`src/rtl/pp_dma_engine_pkg.sv`:
```
// pp_dma_engine_pkg: state encoding and shared constants for the word-copy DMA engine.
package pp_dma_engine_pkg;
    typedef enum logic [2:0] {
        IDLE = 3'd0,
        RD   = 3'd1,
        WR   = 3'd2,
        FIN  = 3'd3,
        DONE = 3'd4
    } state_e;
    localparam int DMA_EN_BIT    = 0;
    localparam int ADDR_STEP_DEF = 4;
endpackage

```
`src/rtl/pp_dma_engine.sv`:
```
// pp_dma_engine: single-port DMA master copying N words from a source to a destination region.
module pp_dma_engine
    import pp_dma_engine_pkg::*;
#(
    parameter int ADDR_W    = 32,
    parameter int CNT_W     = 16,
    parameter int ADDR_STEP = ADDR_STEP_DEF
) (
    input  logic              clk,
    input  logic              rst,
    input  logic [ADDR_W-1:0] sd_addr,
    input  logic [31:0]       sd_counts,
    input  logic [ADDR_W-1:0] dest_addr,
    input  logic [31:0]       dma_en,
    output logic              mem_req,
    output logic              mem_we,
    output logic [ADDR_W-1:0] mem_addr,
    output logic [31:0]       mem_wdata,
    input  logic [31:0]       mem_rdata,
    input  logic              mem_ack,
    output logic              busy,
    output logic              done,
    output logic              aborted,
    output logic              irq
);
    state_e            state_q, state_d;
    logic              en_prev_q;
    logic [ADDR_W-1:0] src_q, src_d, dst_q, dst_d, mem_addr_q, mem_addr_d;
    logic [CNT_W-1:0]  rem_q, rem_d;
    logic [31:0]       data_q, data_d, mem_wdata_q, mem_wdata_d;
    logic              abort_q, abort_d, mem_req_q, mem_req_d, mem_we_q, mem_we_d;
    logic              busy_q, busy_d, done_q, done_d, aborted_q, aborted_d, irq_q, irq_d;
    logic              en, rise, fall;
    logic [CNT_W-1:0]  n_words;
    logic              unused_cfg;

    assign en         = dma_en[DMA_EN_BIT];
    assign rise       = en & ~en_prev_q;
    assign fall       = ~en & en_prev_q;
    assign n_words    = sd_counts[CNT_W-1:0];
    assign unused_cfg = ^{sd_addr[1:0], dest_addr[1:0], sd_counts[31:CNT_W], dma_en[31:1]};

    always_comb begin
        state_d     = state_q;
        src_d       = src_q;
        dst_d       = dst_q;
        rem_d       = rem_q;
        data_d      = data_q;
        abort_d     = abort_q;
        mem_req_d   = mem_req_q;
        mem_we_d    = mem_we_q;
        mem_addr_d  = mem_addr_q;
        mem_wdata_d = mem_wdata_q;
        busy_d      = busy_q;
        done_d      = done_q;
        aborted_d   = aborted_q;
        irq_d       = 1'b0;
        case (state_q)
            IDLE, DONE: begin
                if (rise) begin
                    src_d     = {sd_addr[ADDR_W-1:2], 2'b00};
                    dst_d     = {dest_addr[ADDR_W-1:2], 2'b00};
                    rem_d     = n_words;
                    abort_d   = 1'b0;
                    aborted_d = 1'b0;
                    done_d    = n_words == '0;
                    irq_d     = n_words == '0;
                    busy_d    = n_words != '0;
                    state_d   = n_words == '0 ? DONE : RD;
                end else if (state_q == DONE && !en) begin
                    done_d    = 1'b0;
                    aborted_d = 1'b0;
                    state_d   = IDLE;
                end
            end
            RD, WR: begin
                abort_d = abort_q | fall;
                // Raise a beat only after a full idle cycle, so req always drops between beats.
                if (!mem_req_q) begin
                    mem_req_d   = 1'b1;
                    mem_we_d    = state_q == WR;
                    mem_addr_d  = state_q == WR ? dst_q : src_q;
                    mem_wdata_d = data_q;
                end else if (mem_ack) begin
                    mem_req_d = 1'b0;
                    if (state_q == RD) begin
                        data_d  = mem_rdata;
                        state_d = WR;
                    end else begin
                        src_d   = src_q + ADDR_W'(ADDR_STEP);
                        dst_d   = dst_q + ADDR_W'(ADDR_STEP);
                        rem_d   = rem_q - CNT_W'(1);
                        if (rem_q == CNT_W'(1) || abort_d) begin
                            state_d   = FIN;
                            busy_d    = 1'b0;
                            irq_d     = 1'b1;
                            done_d    = 1'b1;
                            aborted_d = abort_d;
                        end else begin
                            state_d = RD;
                        end
                    end
                end
            end
            FIN:     state_d = DONE;
            default: state_d = IDLE;
        endcase
    end

    always_ff @(posedge clk or negedge rst) begin
        if (!rst) begin
            state_q     <= IDLE;
            en_prev_q   <= 1'b0;
            src_q       <= '0;
            dst_q       <= '0;
            rem_q       <= '0;
            data_q      <= '0;
            abort_q     <= 1'b0;
            mem_req_q   <= 1'b0;
            mem_we_q    <= 1'b0;
            mem_addr_q  <= '0;
            mem_wdata_q <= '0;
            busy_q      <= 1'b0;
            done_q      <= 1'b0;
            aborted_q   <= 1'b0;
            irq_q       <= 1'b0;
        end else begin
            state_q     <= state_d;
            en_prev_q   <= en;
            src_q       <= src_d;
            dst_q       <= dst_d;
            rem_q       <= rem_d;
            data_q      <= data_d;
            abort_q     <= abort_d;
            mem_req_q   <= mem_req_d;
            mem_we_q    <= mem_we_d;
            mem_addr_q  <= mem_addr_d;
            mem_wdata_q <= mem_wdata_d;
            busy_q      <= busy_d;
            done_q      <= done_d;
            aborted_q   <= aborted_d;
            irq_q       <= irq_d;
        end
    end

    assign mem_req   = mem_req_q;
    assign mem_we    = mem_we_q;
    assign mem_addr  = mem_addr_q;
    assign mem_wdata = mem_wdata_q;
    assign busy      = busy_q;
    assign done      = done_q;
    assign aborted   = aborted_q;
    assign irq       = irq_q;
endmodule
```
`config.mk`:
```
export PLATFORM = sky130hd
export DESIGN_NAME = pp_dma_engine
export DESIGN_NICKNAME = d
export VERILOG_FILES = /design/src/rtl/pp_dma_engine_pkg.sv /design/src/rtl/pp_dma_engine.sv
export SDC_FILE = /design/constraint.sdc
export NUM_CORES = 1
export LEC_CHECK = 0
export BUFFER_PORTS_ARGS = -buffer_cell sky130_fd_sc_hd__clkbuf_2
export CAP_MARGIN = 20
export CORE_ASPECT_RATIO = 1.1
export CORE_MARGIN = 2
export CORE_UTILIZATION = 40
export DETAILED_ROUTE_END_ITERATION = 12
export SLEW_MARGIN = 20
export SYNTH_ARGS = -nofsm -noshare
export SYNTH_HDL_FRONTEND = slang
export SYNTH_SLANG_ARGS = --single-unit
```
`constraint.sdc`:
```
create_clock -name clk -period 2.37 [get_ports clk]
set_clock_uncertainty 0.05 [all_clocks]
set_input_delay 0.1185 -clock clk [delete_from_list [all_inputs] [get_ports clk]]
set_output_delay 0.1185 -clock clk [all_outputs]
set_load 0.05 [all_outputs]
```
# Yosys cells after proc, flatten, opt, wreduce, memory -nomap -nowiden
# Index checks and enable logic that the tools add are counted.
op_classes:
  n_addsub: 3
  n_mul: 0
  div: 0
  n_lt_le_gt_ge: 0
  n_eq_ne: 11
  shifts: 0
  n_mux: 53
  bitwise: 6
  reduce_logical: 16
op_table:
  columns: ["cell", "count"]
  rows:
  - ["2-to-1 mux 32 bit", 9]
  - ["case mux 32 bit (2 select lines)", 2]
  - ["adder 32 x 3 -> 32 bit, second input constant", 2]
  - ["2-to-1 mux 16 bit", 4]
  - ["case mux 16 bit (2 select lines)", 1]
  - ["2-to-1 mux 1 bit", 24]
  - ["== test 16 x 1 -> 1 bit, second input constant", 1]
  - ["zero test 16 bit", 1]
  - ["nonzero test 16 bit", 1]
  - ["subtractor 16 x 1 -> 16 bit, second input constant", 1]
  - ["2-to-1 mux 3 bit", 5]
  - ["AND reduction 6 bit", 2]
  - ["!= test 2 bit, second input constant", 5]
  - ["case mux 1 bit (2 select lines)", 5]
  - ["case mux 3 bit (3 select lines)", 1]
  - ["== test 3 x 2 -> 1 bit, second input constant", 2]
  - ["AND reduction 5 bit", 1]
  - ["2-to-1 mux 2 bit", 2]
  - ["AND reduction 2 bit", 2]
  - ["AND reduction 4 bit", 1]
  - ["OR reduction 2 bit", 2]
  - ["== test 3 x 1 -> 1 bit, second input constant", 1]
  - ["== test 3 bit, second input constant", 1]
  - ["zero test 3 bit", 1]
  - ["9 further kinds", 12]
totals:
  regBits: 187
  latch_bits: 0
  mem_bits_rw: 0
  mem_bits_ro: 0
  inputBits: 163
  output_inout_bits: 70
  wordCells: 104
  mem_count: 0

# Longest topological paths before layout
logic_depth:
  depth_word: 9
  depth_mapped: 9
  depth_no_buf: 7

# Least setup slack after synthesis
# No wires, ideal clock.
synth_path:
  path_kind: "register to register"
  startpoint: "register mem_req_q (netlist: mem_req)"
  endpoint: "register data_q[10]"
  setup_ns: 0.125
  t_arrival_ns: 2.046
  required_ns: 2.195
  path_slack_ns: 0.149
  stages_incl_launch_ff: 7
  n_path_buf: 2
  period_less_slack_ns: 2.221
  path_cell_list: "dfrtp_1 and2_1 clkbuf_1 nand2b_1 nor3b_2 buf_4 mux2_2"
synth_via:
  elab_chain_cells: 1
synth_lines:
  columns: ["element", "line", "text"]
  rows:
  - ["from (decl)", "pp_dma_engine.sv:31", "logic abort_q, abort_d, mem_req_q, mem_req_d, mem_we_q, mem_we_d;"]
  - ["from (signal assigned)", "pp_dma_engine.sv:135", "mem_req_q <= mem_req_d;"]
  - ["AND reduction 4 bit (no line)", null, null]
  - ["to (signal assigned)", "pp_dma_engine.sv:133", "data_q <= data_d;"]
  - ["to (decl)", "pp_dma_engine.sv:30", "logic [31:0] data_q, data_d, mem_wdata_q, mem_wdata_d;"]
# Every way passes these cells.
# A chain may end at the register's enable or synchronous reset.

# Worst setup path in the final report
layout_path:
  startpoint: "register dst_q[2]"
  endpoint: "register dst_q[31]"
layout_via:
  elab_chain_cells: 5
layout_lines:
  columns: ["element", "line", "text"]
  rows:
  - ["from (decl)", "pp_dma_engine.sv:28", "logic [ADDR_W-1:0] src_q, src_d, dst_q, dst_d, mem_addr_q, mem_addr_d;"]
  - ["from (signal assigned)", "pp_dma_engine.sv:131", "dst_q <= dst_d;"]
  - ["adder 32 x 3 -> 32 bit", "pp_dma_engine.sv:91", "dst_d = dst_q + ADDR_W'(ADDR_STEP);"]
  - ["2-to-1 mux 32 bit", "pp_dma_engine.sv:86", "if (state_q == RD) begin"]
  - ["2-to-1 mux 32 bit", "pp_dma_engine.sv:84", "end else if (mem_ack) begin"]
  - ["2-to-1 mux 32 bit", "pp_dma_engine.sv:79", "if (!mem_req_q) begin"]
  - ["case mux 32 bit (2 select lines)", "pp_dma_engine.sv:58", "case (state_q)"]
# Every way passes these cells. The select of a mux whose other input is x is not followed.

==> summary.txt <==
Routing
  • Initial DRC Count: 420
  • 1st-pass router iterations: 5
  • Post-route ant nets: 0
  • Post-Route WL: 27.1 mm
  • Remaining DRCs: 0
  • Per-cell routed wire length: 17.7 um
  • Vias: 8366
  • Via/cell ratio: 5.47

Layout
  • Synth-to-layout area growth: 32.6%
  • Nets: 1383
  • Final Instance Count excl. Fillers: 1529
  • Finished Cell Area: 12300 um2
  • Layout cell share with drive strength beyond 1: 0.283
  • Diodes inserted: 0

Clocking
  • Worst-Skew Late Latency: 430 ps
  • Cts bufs inserted: 17
  • CTS tree: done
  • Clock-pin slew on the worst setup and hold paths: 70 ps
  • Clk root buf: clkbuf_16
  • CTS H-tree lvls: 4
  • Clock Path Buffers: 2
  • Sink Count: 182
  • Resize count post-CTS: 0

Timing
  • Fmax: 0.472 GHz
  • Tmin final: 2120 ps
  • Final Hold Fails: 0
  • Unrepaired setup endpoints after global routing: no
  • Final Hold Slack: 10.3 ps
  • Final worst-path cycle share: 0.894
  • Relative slew margins: 0.551
  • Final Max Tran Viols: 0
  • Total Neg Setup Slack: 0 ps
  • Worst-margin pin slew: 674 ps
  • Final setup violation count: 0

Place
  • Detail Placement HPWL: 18.4 mm
  • Post-DP Area: 10700 um2
  • GPL Wtd Cong: 0.817
  • Placed Cells incl. Taps: 1399
  • I/O Buffers: 181

Critical path
  • Crit path launch type: register
  • R2r setup slk: 250 ps
  • Worst setup EP type: register
  • WS Path Type: reg -> reg
  • Worst EP arrival: 2390 ps
  • Req. time, crit path: 2640 ps
  • Crit path max fanout: 9

Global route
  • Total GRT Usage: 0.227
  • Largest net degree at the start of global routing: 74
  • Total gr overflow: 0
  • Vias in the first global route: 8432
  • First-pass GRT wire length: 43.8 mm
  • Initial antenna violation count: 0

Die
  • Full die area: 24300 um2
  • Row count: 58
  • Initial core utilization: 0.406
  • I/O Pins: 233
  • Die height: 163 um
  • Die width: 149 um
  • Core area: 22800 um2

Logic synthesis
  • Mapped Cells: 944
  • Syn_area_per_cell: 9.79 um2
  • Post-synth top cells: dfrtp_1 (182), a21oi_1 (114), nor2_1 (93)
  • FF+latch count, synth: 182
  • Async S/R FF share, synth: 1.00
  • Count leader, synth: dfrtp_1
  • Yosys Warn Count: 0
  • Synth cell types: 69
  • Share of the synthesized area in the top cell type: 0.493
  • Post-synth EDFFs: 0
  • Cell taking the most area after synthesis: dfrtp_1
  • Cell Area, Synth: 9240 um2
  • Post-synth net total: 1111
  • Main flop type after synthesis: dfrtp_1
  • Seq/Total Area, Yosys: 0.493
  • Synth area leaders: dfrtp_1 (49%), mux2_2 (7.9%), a21oi_1 (6.2%)

Pwr
  • Power Density: 1460 nW/um2
  • Total power: 17900 uW
  • Max rail drop VDD: 0.000973 V
  • Lkg Pwr: 0.00544 uW

Job
  • Max_cap viols: 0

Worst hold path
  • Min-delay worst type: in -> reg

Outcome
  • Status: finished clean
## power breakdown
part           internal (uW)  switching, uW  total, uW  leakage, uW
combinational           3260           5650       8910      0.00303
sequential              4610           1370       5990      0.00212
clock                   1600           1360       2970     0.000294
total                   9480           8390      17900      0.00544
## state kept, by name (all words and copies together), names as in the netlist
signal	flops
aborted	1
mem_we	1
rem_q	16
mem_addr	31
state_q	3
abort_q	1
en_prev_q	1
mem_wdata	32
src_q	30
done	1
busy	1
irq	1
dst_q	30
data_q	32
mem_req	1
## worst max-delay path, cell delays in order (launching register included)
cell and delay (ps):
dfrtp_1 440, and3_1 280, and3_1 440, nand2_1 170
o311a_1 360, a211o_1 260
## what timing repair did
action,in CTS,in global routing
hold buffers,98,0
setup endpoints to repair,0,0
hold endpoints to repair,165,0
setup buffers,0,0
## cells by family (layout without fill, tap and decap cells)
| group | after synthesis | count (layout) | share of synthesized area |
|---|---|---|---|
| AOI/OAI and AO/OA | 268 | 268 | 0.179 |
| xor gates and xnor gates | 1 | 1 | 0.000948 |
| adders and majority gates | 4 | 4 | 0.00542 |
| buffers and inverters | 81 | 366 | 0.0408 |
| DFF | 182 | 182 | 0.493 |
| muxes | 96 | 96 | 0.113 |
| and+or+nand+nor | 312 | 312 | 0.169 |
## per-stage QoR
step,utilization,worst slack [ps]
after CTS,0.538,262
after global placement,0.468,305
after detailed placement,0.468,280
final,0.538,250
after global routing,0.538,92.0
after floorplan,-,149
## final cells by class
cell class,count,area (um2)
clock buffers,17,425
clock inverters,15,183
fillers,2114,10500
inverters,10,37.5
multi-input cells,681,4340
flip-flops and latches,182,4550
well taps,300,375
repair buffers,324,2330
## worst paths after layout
path	startpoint	to	cells past startpoint
min reg2reg	data_q[9]$_DFFE_PN0P_	data_q[9]$_DFFE_PN0P_	1
max	dst_q[2]$_DFFE_PN0P_	dst_q[31]$_DFFE_PN0P_	5
min in group asynchronous	rst	mem_addr[18]$_DFFE_PN0P_	2
max reg2reg	dst_q[2]$_DFFE_PN0P_	dst_q[31]$_DFFE_PN0P_	5
min	dest_addr[21]	dst_q[21]$_DFFE_PN0P_	3
max in group asynchronous	rst	src_q[12]$_DFFE_PN0P_	3
## cell usage in the layout, fill, tap and decap left out, types with 3 or more instances in the layout
cell / instances
a21oi_1: 114
a41o_1: 4
nand4_1: 19
a31oi_1: 4
and2_1: 5
dfrtp_1: 182
o2bb2ai_1: 3
o211ai_1: 3
and3_1: 15
clkbuf_2: 180
and4_1: 3
a22oi_1: 7
inv_1: 10
inv_8: 3
nand2_1: 64
nor2_1: 92
buf_12: 8
nor3_1: 21
mux2_2: 65
o22a_1: 7
nor4_1: 15
dlygate4sd3_1: 98
a211oi_1: 3
a31o_2: 4
a311oi_1: 7
o22ai_1: 19
nor4_2: 4
nand3_1: 44
inv_6: 6
mux2i_1: 30
o21a_1: 5
nor3b_1: 3
buf_4: 37
a2bb2oi_1: 14
clkbuf_16: 17
o21ai_0: 53
ha_1: 4
or3_1: 5
## routing by layer
layer  wire length, um  share of wire  vias to the layer above  global-route usage
li1                  -              -                     4030                   -
met1             12400           0.46                     4062               0.302
met2             12600           0.46                      249               0.366
met3              1880          0.069                       25              0.0656
met4               323          0.012                        0              0.0554
met5                 0              0                        -                   0
Power figures use the tool's default switching activity.
